[config.mk]
export PLATFORM = sky130hd
export DESIGN_NAME = reg_bus_sequencer
export DESIGN_NICKNAME = d
export VERILOG_FILES = /design/src/rtl/reg_bus_sequencer.sv
export SDC_FILE = /design/constraint.sdc
export NUM_CORES = 1
export LEC_CHECK = 0
export BUFFER_PORTS_ARGS = -buffer_cell sky130_fd_sc_hd__buf_2
export CAP_MARGIN = 25
export CORE_ASPECT_RATIO = 0.6
export CORE_MARGIN = 3
export CORE_UTILIZATION = 53
export CTS_BUF_LIST = sky130_fd_sc_hd__clkbuf_8
export CTS_CLUSTER_SIZE = 20
export DETAILED_ROUTE_END_ITERATION = 12
export PLACE_DENSITY = 0.73
export SETUP_SLACK_MARGIN = 0.2
export SYNTH_ARGS = -nofsm -noshare
export SYNTH_HDL_FRONTEND = slang
export SYNTH_SLANG_ARGS = --single-unit
[constraint.sdc]
create_clock -name clk -period 2.6 [get_ports clk]
set_input_delay 0.52 -clock clk [delete_from_list [all_inputs] [get_ports clk]]
set_output_delay 0.52 -clock clk [all_outputs]
set_load 0.02 [all_outputs]
[src/rtl/reg_bus_sequencer.sv]
// reg_bus_sequencer
//   Micro-op sequencer and the only arbiter of the shared 4-bit register-file
//   BUS. It accepts one micro-op at a time over a valid/ready handshake and
//   drives the regA/regB select strobes and the external-agent grant. There is
//   never more than one BUS driver in a cycle. Idle turnaround cycles are
//   inserted after every op that uses the BUS.
//
// Ports
//   clk       in   system clock, rising edge
//   rst       in   synchronous active-high reset
//   op_valid  in   micro-op request valid
//   op[2:0]   in   micro-op code
//   op_ready  out  op can be accepted (IDLE only)
//   done      out  one-cycle pulse when the op completes
//   err       out  one-cycle pulse with done when an ext op timed out
//   rs1/rs2   out  regA load from immediate / from BUS
//   ws1       out  regA drives BUS
//   rs3/rs4   out  regB load from immediate / from BUS
//   ws2       out  regB drives BUS
//   ext_gnt   out  external agent may drive BUS
//   ext_ack   in   external agent has valid data on BUS
//   out_stb   out  external agent samples BUS now
module reg_bus_sequencer #(
    parameter int TURN_CYCLES = 1,
    parameter int EXT_TIMEOUT = 8
) (
    input  logic       clk,
    input  logic       rst,
    input  logic       op_valid,
    input  logic [2:0] op,
    output logic       op_ready,
    output logic       done,
    output logic       err,
    output logic       rs1,
    output logic       rs2,
    output logic       ws1,
    output logic       rs3,
    output logic       rs4,
    output logic       ws2,
    output logic       ext_gnt,
    input  logic       ext_ack,
    output logic       out_stb
);

    localparam logic [2:0] OP_NOP     = 3'd0;
    localparam logic [2:0] OP_LDA_IMM = 3'd1;
    localparam logic [2:0] OP_LDB_IMM = 3'd2;
    localparam logic [2:0] OP_MOV_AB  = 3'd3;
    localparam logic [2:0] OP_MOV_BA  = 3'd4;
    localparam logic [2:0] OP_LDA_EXT = 3'd5;
    localparam logic [2:0] OP_LDB_EXT = 3'd6;
    localparam logic [2:0] OP_OUT_A   = 3'd7;

    localparam logic [3:0] WAIT_LAST = 4'(EXT_TIMEOUT - 1);
    localparam logic [1:0] TURN_LAST = 2'(TURN_CYCLES - 1);

    typedef enum logic [1:0] {IDLE, DRIVE, LATCH, TURN} state_t;

    typedef struct packed {
        logic op_ready;
        logic done;
        logic err;
        logic rs1;
        logic rs2;
        logic ws1;
        logic rs3;
        logic rs4;
        logic ws2;
        logic ext_gnt;
        logic out_stb;
    } outs_t;

    state_t     state, state_n;
    logic [2:0] op_q, op_n;
    logic [3:0] wait_cnt, wait_n;
    logic [1:0] turn_cnt, turn_n;
    logic       abort_q, abort_n;
    outs_t      outs;

    function automatic logic is_ext(input logic [2:0] o);
        return (o == OP_LDA_EXT) || (o == OP_LDB_EXT);
    endfunction

    // NOP and the immediate loads never touch the BUS
    function automatic logic is_short(input logic [2:0] o);
        return (o == OP_NOP) || (o == OP_LDA_IMM) || (o == OP_LDB_IMM);
    endfunction

    // Outputs as a pure function of (state, held op, turn count, abort flag).
    // The driver enable stays on through LATCH so the BUS is stable at the
    // load edge.
    function automatic outs_t decode(input state_t st, input logic [2:0] o,
                                     input logic [1:0] tc, input logic ab);
        outs_t r;
        r = '0;
        case (st)
            IDLE: r.op_ready = 1'b1;
            DRIVE: begin
                r.ws1     = (o == OP_MOV_BA) || (o == OP_OUT_A);
                r.ws2     = (o == OP_MOV_AB);
                r.ext_gnt = is_ext(o);
            end
            LATCH: begin
                r.ws1     = (o == OP_MOV_BA) || (o == OP_OUT_A);
                r.ws2     = (o == OP_MOV_AB);
                r.ext_gnt = is_ext(o);
                r.rs1     = (o == OP_LDA_IMM);
                r.rs3     = (o == OP_LDB_IMM);
                r.rs2     = (o == OP_MOV_AB) || (o == OP_LDA_EXT);
                r.rs4     = (o == OP_MOV_BA) || (o == OP_LDB_EXT);
                r.out_stb = (o == OP_OUT_A);
                r.done    = is_short(o);
            end
            TURN: begin
                r.done = (tc == TURN_LAST);
                r.err  = (tc == TURN_LAST) && ab;
            end
            default: r = '0;
        endcase
        return r;
    endfunction

    always_comb begin
        state_n = state;
        op_n    = op_q;
        wait_n  = wait_cnt;
        turn_n  = turn_cnt;
        abort_n = abort_q;
        case (state)
            IDLE: begin
                if (op_valid) begin
                    op_n    = op;
                    wait_n  = 4'd0;
                    turn_n  = 2'd0;
                    abort_n = 1'b0;
                    state_n = is_short(op) ? LATCH : DRIVE;
                end
            end
            DRIVE: begin
                if (!is_ext(op_q)) begin
                    state_n = LATCH;
                end else if (ext_ack) begin
                    state_n = LATCH;
                end else if (wait_cnt == WAIT_LAST) begin
                    // agent never answered: release the BUS without loading
                    state_n = TURN;
                    turn_n  = 2'd0;
                    abort_n = 1'b1;
                end else begin
                    wait_n = wait_cnt + 4'd1;
                end
            end
            LATCH: begin
                if (is_short(op_q)) begin
                    state_n = IDLE;
                end else begin
                    state_n = TURN;
                    turn_n  = 2'd0;
                end
            end
            TURN: begin
                if (turn_cnt == TURN_LAST) begin
                    state_n = IDLE;
                    turn_n  = 2'd0;
                end else begin
                    turn_n = turn_cnt + 2'd1;
                end
            end
            default: state_n = IDLE;
        endcase
    end

    always_ff @(posedge clk) begin
        if (rst) begin
            state    <= IDLE;
            op_q     <= 3'd0;
            wait_cnt <= 4'd0;
            turn_cnt <= 2'd0;
            abort_q  <= 1'b0;
            outs     <= decode(IDLE, 3'd0, 2'd0, 1'b0);
        end else begin
            state    <= state_n;
            op_q     <= op_n;
            wait_cnt <= wait_n;
            turn_cnt <= turn_n;
            abort_q  <= abort_n;
            outs     <= decode(state_n, op_n, turn_n, abort_n);
        end
    end

    assign op_ready = outs.op_ready;
    assign done     = outs.done;
    assign err      = outs.err;
    assign rs1      = outs.rs1;
    assign rs2      = outs.rs2;
    assign ws1      = outs.ws1;
    assign rs3      = outs.rs3;
    assign rs4      = outs.rs4;
    assign ws2      = outs.ws2;
    assign ext_gnt  = outs.ext_gnt;
    assign out_stb  = outs.out_stb;

endmodule

# Word-level counts from Yosys, hierarchy flattened
# Cells that the tools add are included.
[word_totals]
ff_bits = 23
latchBits = 0
ramBits = 0
romBits = 0
out_inout_bits = 11
word_cells = 99
n_memories = 0
[op_classes]
add_sub_neg = 2
n_mul = 0
div_mod_pow = 0
n_lt_le_gt_ge = 0
eq_ne = 24
n_shift = 0
muxes = 29
bitwise = 3
reduce_logical = 25
[op_table]
columns = ["operator", "n"]
rows = [
  ["2-to-1 mux 2 bit", 13],
  ["== test 3 bit (second input constant)", 6],
  ["2-to-1 mux 4 bit", 4],
  ["case mux 2 bit (4 select lines)", 2],
  ["== test 3 x 2 -> 1 bit (second input constant)", 4],
  ["logical OR 1 bit", 11],
  ["== test 3 x 1 -> 1 bit (second input constant)", 3],
  ["logical NOT 3 bit", 3],
  ["== test 2 bit (second input constant)", 4],
  ["logical NOT 2 bit", 4],
  ["inequality test 2 bit (second input constant)", 4],
  ["case mux 4 bit (2 select lines)", 1],
  ["OR reduction 2 bit", 4],
  ["2-to-1 mux 3 bit", 2],
  ["2-to-1 mux 1 bit", 5],
  ["AND reduction 5 bit", 1],
  ["adder 4 x 1 -> 4 bit (second input constant)", 1],
  ["== test 2 x 1 -> 1 bit (second input constant)", 2],
  ["== test 4 x 3 -> 1 bit (second input constant)", 1],
  ["case mux 1 bit (2 select lines)", 2],
  ["inverter 1 bit", 3],
  ["adder 2 x 1 -> 2 bit (second input constant)", 1],
  ["nonzero test 2 bit", 1],
  ["logical AND 1 bit", 1],
]

# Longest topological paths before layout
# Gate-level depths: netlist of the first run.
[logic_depth]
depth_word = 10
mapped_depth = 10
mapped_depth_nobuf = 10

# Worst setup path after synthesis of the first run
# No wires, ideal clock.
[synth_timing]
path_kind = "input-to-reg"
from = "input port ext_ack"
to = "register outs, in the netlist rs4"
setup_ps = 116
arrival_ps = 1790
required_time_ps = 2484
slack_ps = 694
path_stages = 7
n_path_buf = 0
cell_sequence = "and2b_1 > a31oi_1 > o31ai_1 > inv_1 > ha_1 > nor2b_1 > and3_1"
[synth_via]
elab_chain_len = 6
[synth_lines]
columns = ["element", "line", "source"]
rows = [
  ["start, declared", "41", "input logic ext_ack,"],
  ["2-to-1 mux 2 bit", "142", "end else if (ext_ack) begin"],
  ["2-to-1 mux 2 bit", "140", "if (!is_ext(op_q)) begin"],
  ["case mux 2 bit (4 select lines)", "129", "case (state)"],
  ["net state_n[1]", "73", "state_t state, state_n;"],
  ["== test 2 bit", "96", "case (st)"],
  ["inverter 1 bit (no source line)", "--", ""],
  ["OR reduction 2 bit (no source line)", "--", ""],
  ["end signal, assigned", "180", "outs <= decode(IDLE, 3'd0, 2'd0, 1'b0);"],
  ["end signal, assigned", "187", "outs <= decode(state_n, op_n, turn_n, abort_n);"],
  ["end, declared", "78", "outs_t outs;"],
]
# The timed path passes the listed nets, and every way through them passes these cells.
# A chain may end at the register's enable or synchronous reset.

# Worst setup path after layout of the first run
[layout_timing]
from = "register state[0]"
to = "register outs, in the netlist rs4"
[layout_via]
word_cells_on_any_way = 17
[layout_lines]
columns = ["element", "line", "source"]
rows = [
  ["start, declared", "73", ""],
  ["start signal, assigned", "182", "state <= state_n;"],
  ["== test 2 bit, or another cell as far along", "129", ""],
  ["case mux 2 bit (4 select lines) (*)", "129", ""],
  ["net state_n[1]", "73", ""],
  ["== test 2 bit (*)", "96", ""],
  ["inverter 1 bit (no source line) (*)", "--", ""],
  ["OR reduction 2 bit (no source line) (*)", "--", ""],
]
# Mark *: on every way through the listed nets, which the timed path passes. The rest lies on a longest branch.

==> results of run 1 <==
==> state kept, by name, summed over array words and instances, names as in the netlist <==
signal and flops:
err 1, rs2 1, rs1 1, ws1 1, out_stb 1, rs3 1, done 1, abort_q 1
ext_gnt 1, turn_cnt 2, op_q 3, op_ready 1, wait_cnt 4, rs4 1, state 2, ws2 1
==> worst reg2reg max path, stage by stage, from the launching register on <==
cell and delay [ns]:
dfxtp_1 0.65, or3b_4 0.28, nor2_1 0.06, o31ai_1 0.44, inv_1 0.12, ha_1 0.23
nor2b_1 0.16, and3_1 0.19
==> layout make-up <==
cell class              count  share of cell area (%)
clock buffers               3                   3.078
clock inverters             1                  0.3731
inverters                   7                   1.959
multi-input cells          93                   51.31
flip-flops and latches     23                   34.33
well taps                  28                   2.612
repair buffers             17                   6.343
==> report_power, final <==
part	total (mW)	switching, mW	internal [mW]
Clock	0.220	0.113	0.107
Combinational	0.233	0.136	0.0972
Sequential	0.409	0.0343	0.374
==> routing by layer <==
layer  share of wire, %  vias to the layer above  track usage, %
li1                   -                      483               -
met1                 47                      431           24.88
met2                 44                       33           29.79
met3                7.5                        4           6.349
met4                1.2                        0           3.557
met5                  0                        -               0
==> cells in the mapped netlist (all sizes together), types with 2 or more instances <==
| cell type | number | area [um2] |
|---|---|---|
| or2 | 3 | 18.77 |
| mux2 | 2 | 26.27 |
| nor2 | 9 | 33.78 |
| a21oi | 8 | 40.04 |
| nor4 | 2 | 18.77 |
| nand3 | 7 | 35.03 |
| inv | 7 | 26.28 |
| o21ai | 6 | 30.02 |
| xor2 | 3 | 45.05 |
| nor2b | 6 | 45.04 |
| o31ai | 2 | 15.01 |
| nor3 | 4 | 25.02 |
| nand2b | 3 | 18.77 |
| mux2i | 2 | 27.53 |
| or3 | 2 | 12.51 |
| buf | 4 | 37.53 |
| nand2 | 9 | 33.78 |
| dfxtp | 23 | 460.4 |
| ha | 6 | 75.07 |
==> logic make-up after synthesis <==
logic type      synth area share, %
compound gates                13.07
simple gates                  28.50
buf+inv                       5.555
mux                           4.424
xor+xnor                      4.425
fa+ha+maj                     6.173
flops                         37.86
==> through the flow <==
step                setup slack (ns)  hold slack (ns)  util, %  total power [mW]
floorplan                     0.6943           0.4240        -            0.6008
global route                  0.2208           0.5163    67.17            0.9091
finish                        0.3697           0.4713    67.17            0.8620
global placement              0.4818           0.4487    64.85            0.6404
CTS                           0.4000           0.4746    67.17            0.8640
detailed placement            0.4063           0.4517    64.85            0.6417
==> worst paths after layout <==
path                        from                 end  cells after the start
max          state[0]$_SDFF_PP0_      rs4$_SDFF_PP0_                      7
min           abort_q$_SDFF_PP0_  abort_q$_SDFF_PP0_                      2
max reg2reg  state[0]$_SDFF_PP0_      rs4$_SDFF_PP0_                      7
min reg2reg   abort_q$_SDFF_PP0_  abort_q$_SDFF_PP0_                      2
==> metrics, run 1 <==
DR vias/cell=~5.5; # setup viols final=0; Synth Area per Inst=between 9 and 10 um2; Remaining DRCs=0; Max FO, Critical Path=13; CTS buffer count=3; leading cell type in the layout, fill and taps excluded=dfxtp_1; Post-DRT Antenna Nets=0; Root Buffer=clkbuf_8; placed insts=168; maxcap violations=0; Max Fclk=0.4484 GHz; part of the Yosys area used for sequential elements=between 30% and 40%; Ports=18; Skew-Pair Late Insertion Delay=0.26 ns; Min Clock Period, post-route=2.230 ns; 1st-iter DRT viols=98; Power Dens Cells=642.7 mW/mm2; status=completed; Reg2Reg Setup Slack=0.37 ns; fin crit share=a little under nine tenths; PortBufs=17; initial antenna violation count=0; Final TNS setup=0 ns; Die X-Extent=67.84 um; Max-Slew Margin vs Limit=65.62%; crit path buf inv count=1; CP max-delay cell=dfxtp_1; largest net degree at the start of global routing=18; Total Routed Length=~2500 um; Initial Util=60.90%; setup bufs post-CTS=0; Setup Crit Path Kind=reg2reg; commonest cells after routing, fill and taps aside=dfxtp_1 (23), buf_2 (17), nor2_1 (9), nand2_1 (9), a21oi_1 (8); delay-heaviest family, CP=simple AND/OR/NAND/NOR gates; critical path's largest stage delay=0.65 ns; Synthesis Warnings=0; die height=43.11 um; Layout area overhead=10.29%; Max Slew Vio Count=0; Critical Path, Cell by Cell=or3b_4 > nor2_1 > o31ai_1 > inv_1 > ha_1 > nor2b_1 > and3_1; multi-input logic area=688.2 um2; count of cell types in the netlist=47; Final Net Count=around 160; register area=460.4 um2; worst-margin pin slew=0.5150 ns; first-pass GRT wire length=approximately 4100 um; clock-pin slew on the worst setup and hold paths=0.08 ns; vias in the first global route=between 800 and 900; routed via count=951; DP Area=0.001295 mm2; die area=0.002924 mm2; Worst setup SP type=flop; Gate Count Post-Synth=roughly 130; Overflow after GRT=0; Pleak=0.5246 nW; Routed WL per cell=14.50 um; non-filler cells, final=about 170; RePlAce Congestion=0.8497; Post-synth EDFFs=0; post-cts gate resize count=0; # diodes=0; Worst Hold Class=reg2reg; share of cells above drive strength 1=23.61%; Async S/R FF share, synth=0%; Hold Buf Count CTS=0; CTS tree=built; DRT Pass-1 Iters=4; Setup Skew=0.004344 ns; Critical Path RT=2.77 ns; Worst VDD drop=432.3 uV; Clock Tree Buf Depth=2; total track usage=18.82%; H-tree levels=1; # fillers=161; post-synth design cell area=0.001216 mm2; hpwl dp=1786 um; Syn Nets=about 140; Row Count=12; fin area=0.001341 mm2; Worst EP arrival=2.40 ns; Primary FF master, synth=dfxtp_1; clock sinks=23; synthesis-stage register bit count=23; Hold Violations, Final=0; critical path endpoint category=flop; RSZ-0062 raised after global routing=false; Core ar.=0.001997 mm2
Note: power is estimated with default switching activity, not from simulation.
==> run 2, diff against run 1 <==
--- a/config.mk
+++ b/config.mk
@@ -13,6 +13,7 @@
 export CTS_BUF_LIST = sky130_fd_sc_hd__clkbuf_8
 export CTS_CLUSTER_SIZE = 20
 export DETAILED_ROUTE_END_ITERATION = 12
+export GPL_TIMING_DRIVEN = 0
 export PLACE_DENSITY = 0.73
 export SETUP_SLACK_MARGIN = 0.2
 export SYNTH_ARGS = -nofsm -noshare
==> run 2 against run 1 <==
  * Combinational power up 15%
  * Sequential share of layout area down 1.0 points
  * Hold slack barely moved
  * Largest cell class unchanged
  * Routed wire length is 2.7% lower
  * Sequential power fell by 5.9%
  * Highest routed layer unchanged
  * Die area unchanged
==> metrics, run 2 (synthesis gave the netlist of run 1 again) <==
status=completed; share of cells above drive strength 1=25.50% (+1.9 points); Worst setup SP type=flop; die area=0.002924 mm2 (unchanged); Max FO, Critical Path=5 (-8); Skew-Pair Late Insertion Delay=0.27 ns (about the same); clock-pin slew on the worst setup and hold paths=0.08 ns (about the same); Max-Slew Margin vs Limit=66.74% (+1.1 points); Pleak=0.5485 nW (+4.6%); 1st-iter DRT viols=61 (-38%); Die X-Extent=67.84 um (unchanged); commonest cells after routing, fill and taps aside=dfxtp_1 (23), buf_2 (17), nor2_1 (9), nand2_1 (9), a21oi_1 (8); RSZ-0062 raised after global routing=false; final worst slack=0.4875 ns (+0.1178 ns); met3 GRT Util=6.349% (unchanged); Clock Tree Buf Depth=2 (unchanged); worst-margin pin slew=0.4989 ns (-0.01606 ns); PortBufs=17 (unchanged); # fillers=166 (+3.1%); routed via count=980 (+3.0%); leading cell type in the layout, fill and taps excluded=dfxtp_1; post-cts gate resize count=0 (unchanged); DRT Pass-1 Iters=5 (+1); # diodes=0 (unchanged); Total Routed Length=2427 um (-2.7%); maxcap violations=0 (unchanged); Worst EP arrival=2.28 ns (-0.12 ns); CP dominant cell by count=ha_1; Hold Buf Count CTS=0 (unchanged); Initial Util=60.90% (unchanged); Worst VDD drop=405.3 uV (-6.3%); biggest regs=wait_cnt: 4 flops, op_q: 3 flops; setup bufs post-CTS=0 (unchanged); Critical Path RT=2.77 ns (about the same); Worst Hold Class=reg2reg; gr busiest metal=met2; # setup viols final=0 (unchanged); CP max-delay cell=o31ai_1; initial antenna violation count=0 (unchanged); Placement Setup Slack=0.3613 ns (-0.04493 ns); max FFs per register=4 (unchanged); vias in the first global route=917 (+3.7%); total track usage=19.51% (+0.69 points); Root Buffer=clkbuf_8; Setup Skew=0.001991 ns (-0.002353 ns); Max Fclk=0.4734 GHz (+5.6%); Min Clock Period, post-route=2.112 ns (-0.1178 ns); Remaining DRCs=0 (unchanged); Power Dens Cells=635.1 mW/mm2 (-1.2%); Final TNS setup=0 ns (unchanged); H-tree levels=1 (unchanged); largest net degree at the start of global routing=14 (-4); Max Slew Vio Count=0 (unchanged); die height=43.11 um (unchanged); Setup Crit Path Kind=reg2reg; CTS buffer count=3 (unchanged); Core ar.=0.001997 mm2 (unchanged); Post-DRT Antenna Nets=0 (unchanged); Row Count=12 (unchanged); crit path buf inv count=1 (unchanged); delay-heaviest family, CP=simple AND/OR/NAND/NOR gates; met1 usage=26.55% (+1.7 points); DR vias/cell=5.537 (+0.14%); met2 usage=30.17% (+0.39 points); Routed WL per cell=13.71 um (-5.4%); critical path's largest stage delay=0.38 ns (-0.27 ns); RePlAce Congestion=0.7908 (-6.9%); clock sinks=23 (unchanged); first-pass GRT wire length=4236 um (+3.5%); Layout area overhead=13.68%; fin crit share=81.25% (-4.5 points); Final Net Count=163 (+3.2%); Critical Path, Cell by Cell=ha_1 > nand3b_1 > a31oi_1 > o31ai_1 > inv_1 > ha_1 > nor2b_1 > and3_1; Ports=18 (unchanged); Largest Register=wait_cnt; CTS tree=built; hpwl dp=1877 um (+5.0%); Overflow after GRT=0 (unchanged); Hold Violations, Final=0 (unchanged); critical path endpoint category=flop
==> run 2: routing by layer <==
metal | vias up | wire [um]
met2 | 28 | 1075
met3 | 2 | 137
met1 | 460 | 1201
met4 | 0 | 11
met5 | - | 0
li1 | 490 | -
==> run 2: final timing paths <==
kind	from	to	slack (ns)	depth (start not counted)
max reg2reg	wait_cnt[0]$_SDFFE_PP0P_	rs4$_SDFF_PP0_	0.49	8
min reg2reg	abort_q$_SDFF_PP0_	abort_q$_SDFF_PP0_	0.47	2
min	abort_q$_SDFF_PP0_	abort_q$_SDFF_PP0_	0.47	2
max	wait_cnt[0]$_SDFFE_PP0P_	rs4$_SDFF_PP0_	0.49	8
==> run 2: worst reg2reg max path, stage by stage, from the launching register on <==
cell,delay (ns)
dfxtp_1,0.34
ha_1,0.21
nand3b_1,0.23
a31oi_1,0.13
o31ai_1,0.38
inv_1,0.13
ha_1,0.24
nor2b_1,0.16
and3_1,0.18
==> run 2: through the flow <==
step | std cells | util, % | power (mW) | hold slack (ns) | cell area (um2)
finish | 177 | 69.24 | 0.8781 | 0.4715 | 1383
global route | 177 | 69.24 | 0.9335 | 0.5085 | 1383
CTS | 177 | 69.24 | 0.8807 | 0.4692 | 1383
detailed placement | 173 | 66.92 | 0.6609 | 0.4493 | 1336
global placement | 173 | 66.92 | 0.6552 | 0.4436 | 1336
floorplan | 128 | - | 0.6008 | 0.4240 | 1216
==> run 2: layout make-up <==
cell class | count | area (um2) | area share [%]
multi-input combinational | 93 | 688.2 | 49.77
sequential | 23 | 460.4 | 33.30
timing repair buffer | 17 | 85.08 | 6.154
clock buffer | 3 | 41.29 | 2.986
buffer | 5 | 41.29 | 2.986
tap | 28 | 35.03 | 2.534
inverter | 7 | 26.28 | 1.900
clock inverter | 1 | 5.005 | 0.3620
==> run 2: power by group <==
part,internal [mW],leakage (nW),switching (mW)
logic,0.110,0.336,0.158
registers,0.374,0.187,0.0110
clock network,0.107,0.0255,0.117
total,0.592,0.549,0.286
==> run 3, diff against run 2 <==
--- a/config.mk
+++ b/config.mk
@@ -9,12 +9,12 @@
 export CAP_MARGIN = 25
 export CORE_ASPECT_RATIO = 0.6
 export CORE_MARGIN = 3
-export CORE_UTILIZATION = 53
+export CORE_UTILIZATION = 52
 export CTS_BUF_LIST = sky130_fd_sc_hd__clkbuf_8
 export CTS_CLUSTER_SIZE = 20
 export DETAILED_ROUTE_END_ITERATION = 12
 export GPL_TIMING_DRIVEN = 0
-export PLACE_DENSITY = 0.73
+export PLACE_DENSITY = 0.75
 export SETUP_SLACK_MARGIN = 0.2
 export SYNTH_ARGS = -nofsm -noshare
 export SYNTH_HDL_FRONTEND = slang
==> constraint.sdc (replaced) <==
create_clock -name clk -period 1.8 [get_ports clk]
set_input_delay 0.36 -clock clk [delete_from_list [all_inputs] [get_ports clk]]
set_output_delay 0.36 -clock clk [all_outputs]
set_load 0.02 [all_outputs]
==> run 3 against run 2 <==
  * The flow now finishes with violations (setup timing)
  * Clock skew up 0.0080 ns
  * Die area rose by 1.7%
  * Sequential share of layout area shrank 6.4 points
  * Critical path depth increased by 1
  * Via count is 18% higher
  * Total power rose by 79%
  * Flip-flop and latch count unchanged
  * Non-clock buffer count increased by 19
  * Routed wire length increased by 67%
  * Sequential power increased by 45%
  * Cell count up 11%
==> metrics, run 3 (synthesis gave the netlist of run 1 again) <==
hpwl dp=2026 um (+8.0%); Ports=18 (unchanged); Clock Tree Buf Depth=2 (unchanged); Setup Skew=0.009989 ns (+0.007998 ns); share of cells above drive strength 1=53.57% (+28 points); leading cell type in the layout, fill and taps excluded=buf_2; Pleak=0.6912 nW (+26%); non-filler cells, final=196 (+11%); # diodes=0 (unchanged); CTS buffer count=3 (unchanged); Root Buffer=clkbuf_8; placed insts=173 (unchanged); fin area=0.001755 mm2 (+27%); die area=0.002974 mm2 (+1.7%); initial antenna violation count=0 (unchanged); Remaining DRCs=0 (unchanged); Skew-Pair Late Insertion Delay=0.27 ns (about the same); max FFs per register=4 (unchanged); Critical Path RT=2.01 ns (-0.76 ns); largest net degree at the start of global routing=13 (-1); vias in the first global route=1142 (+25%); failing checks=setup timing; CTS tree=built; delay-heaviest family, CP=compound AO/OA/AOI/OAI gates; Worst VDD drop=672.4 uV (+66%); Worst Hold Class=in2reg; Min Clock Period, post-route=1.805 ns (-0.3078 ns); DR vias/cell=5.923 (+7.0%); Row Count=12 (unchanged); critical path's largest stage delay=0.31 ns (-0.07 ns); Die X-Extent=68.44 um (+0.88%); Max Fclk=0.5541 GHz (+17%); DP Area=0.001386 mm2 (+3.7%); Max Slew Vio Count=0 (unchanged); Largest Register=wait_cnt; fin crit share=100.3% (+19 points); Hold Buf Count CTS=0 (unchanged); DRT Pass-1 Iters=5 (unchanged); Worst EP arrival=2.02 ns (-0.26 ns); multi-input logic area=885.9 um2 (+29%); Core ar.=0.002027 mm2 (+1.5%); status=finished with violations; Hold Violations, Final=0 (unchanged); commonest cells after routing, fill and taps aside=buf_2 (17), dfxtp_1 (16), buf_4 (15), nand2_1 (9); CP max-delay cell=dfxtp_1; # fillers=96 (-42%); Overflow after GRT=0 (unchanged); Critical Path, Cell by Cell=buf_6 > xor2_4 > a32o_2 > o21ai_4 > buf_6 > ha_4 > nor2_1 > nand2_1 > nor2b_1; clock sinks=23 (unchanged); Max FO, Critical Path=4 (-1); total track usage=27.32% (+7.8 points); H-tree levels=1 (unchanged); routed via count=1161 (+18%); worst-margin pin slew=0.5897 ns (+0.09079 ns); register area=471.7 um2 (+2.4%); Max-Slew Margin vs Limit=60.69% (-6.1 points); Setup Crit Path Kind=reg2reg; final worst slack=-0.004691 ns (-0.4922 ns); Initial Util=60.00% (-0.90 points); Total Routed Length=4054 um (+67%); RSZ-0062 raised after global routing=true; Routed WL per cell=20.68 um (+51%); maxcap violations=0 (unchanged); 1st-iter DRT viols=112 (+84%); first-pass GRT wire length=5851 um (+38%); # setup viols final=1 (+1); die height=43.46 um (+0.82%); biggest regs=wait_cnt: 4 flops, op_q: 3 flops; crit path buf inv count=2 (+1); Final Net Count=182 (+12%); Power Dens Cells=896.2 mW/mm2 (+41%); Post-DRT Antenna Nets=0 (unchanged); critical path endpoint category=flop; Worst setup SP type=flop; Layout area overhead=44.34%; clock-pin slew on the worst setup and hold paths=0.08 ns (about the same); PortBufs=17 (unchanged); CP dominant cell by count=buf_6; RePlAce Congestion=0.7912 (about the same)
==> run 3: cell types whose count changed in the layout (fill, tap and decap cells not counted), moves of 4 or more <==
| cell | delta |
|---|---|
| buf_4 | +13 |
| ha_1 | -5 |
| ha_4 | +4 |
| dfxtp_2 | +6 |
| dfxtp_1 | -7 |
| buf_6 | +6 |
==> run 3: power by group <==
part / switching, mW / internal (mW)
registers: 0.0170 / 0.543
clock network: 0.169 / 0.153
logic: 0.365 / 0.327
==> run 3: stage by stage <==
stage	power, mW	utilization, %	worst slack (ns)	TNS, ns	hold slack [ns]
2_1_floorplan	0.9034	-	0.07179	0	0.4240
3_5_place_dp	0.9994	68.40	-0.1821	-0.9248	0.4454
6_report	1.573	86.60	-0.004691	-0.004691	0.4188
3_3_place_gp	0.9893	68.40	-0.2036	-0.5470	0.4391
5_1_grt	1.633	86.60	-0.03955	-0.1688	0.4250
4_1_cts	1.448	81.30	0.08359	0	0.3912
==> run 3: path summary, 6_finish.rpt <==
kind,startpoint,to,slack (ns),depth (start not counted)
min,rst,op_q[2]$_SDFF_PP0_,0.42,2
max reg2reg,op_q[1]$_SDFF_PP0_,ext_gnt$_SDFF_PP0_,-0.005,9
max,op_q[1]$_SDFF_PP0_,ext_gnt$_SDFF_PP0_,-0.005,9
min reg2reg,turn_cnt[0]$_SDFF_PP0_,turn_cnt[0]$_SDFF_PP0_,0.51,2
==> run 3: timing repair <==
| action | CTS | global route |
|---|---|---|
| buffers inserted | 13 | 6 |
| gates resized for setup | 29 | 14 |
| setup endpoints to repair | 11 | 16 |
| pin swaps | 10 | 5 |
==> run 3: layout make-up <==
cell class / count / share of cell area, %
plain buffers: 5 / 2.780
clock buffers: 3 / 2.352
clock inverters: 1 / 0.2138
inverters: 7 / 1.497
multi-input cells: 93 / 50.46
flip-flops and latches: 23 / 26.87
well taps: 28 / 1.996
repair buffers: 36 / 13.83
==> run 3: per-layer routing <==
metal	vias to the layer above	share of wire, %	global-route usage, %
met5	-	0	0
met4	0	3.4	10.28
met3	18	9.2	9.326
met2	68	45	44.21
met1	548	42	33.39
li1	527	-	-
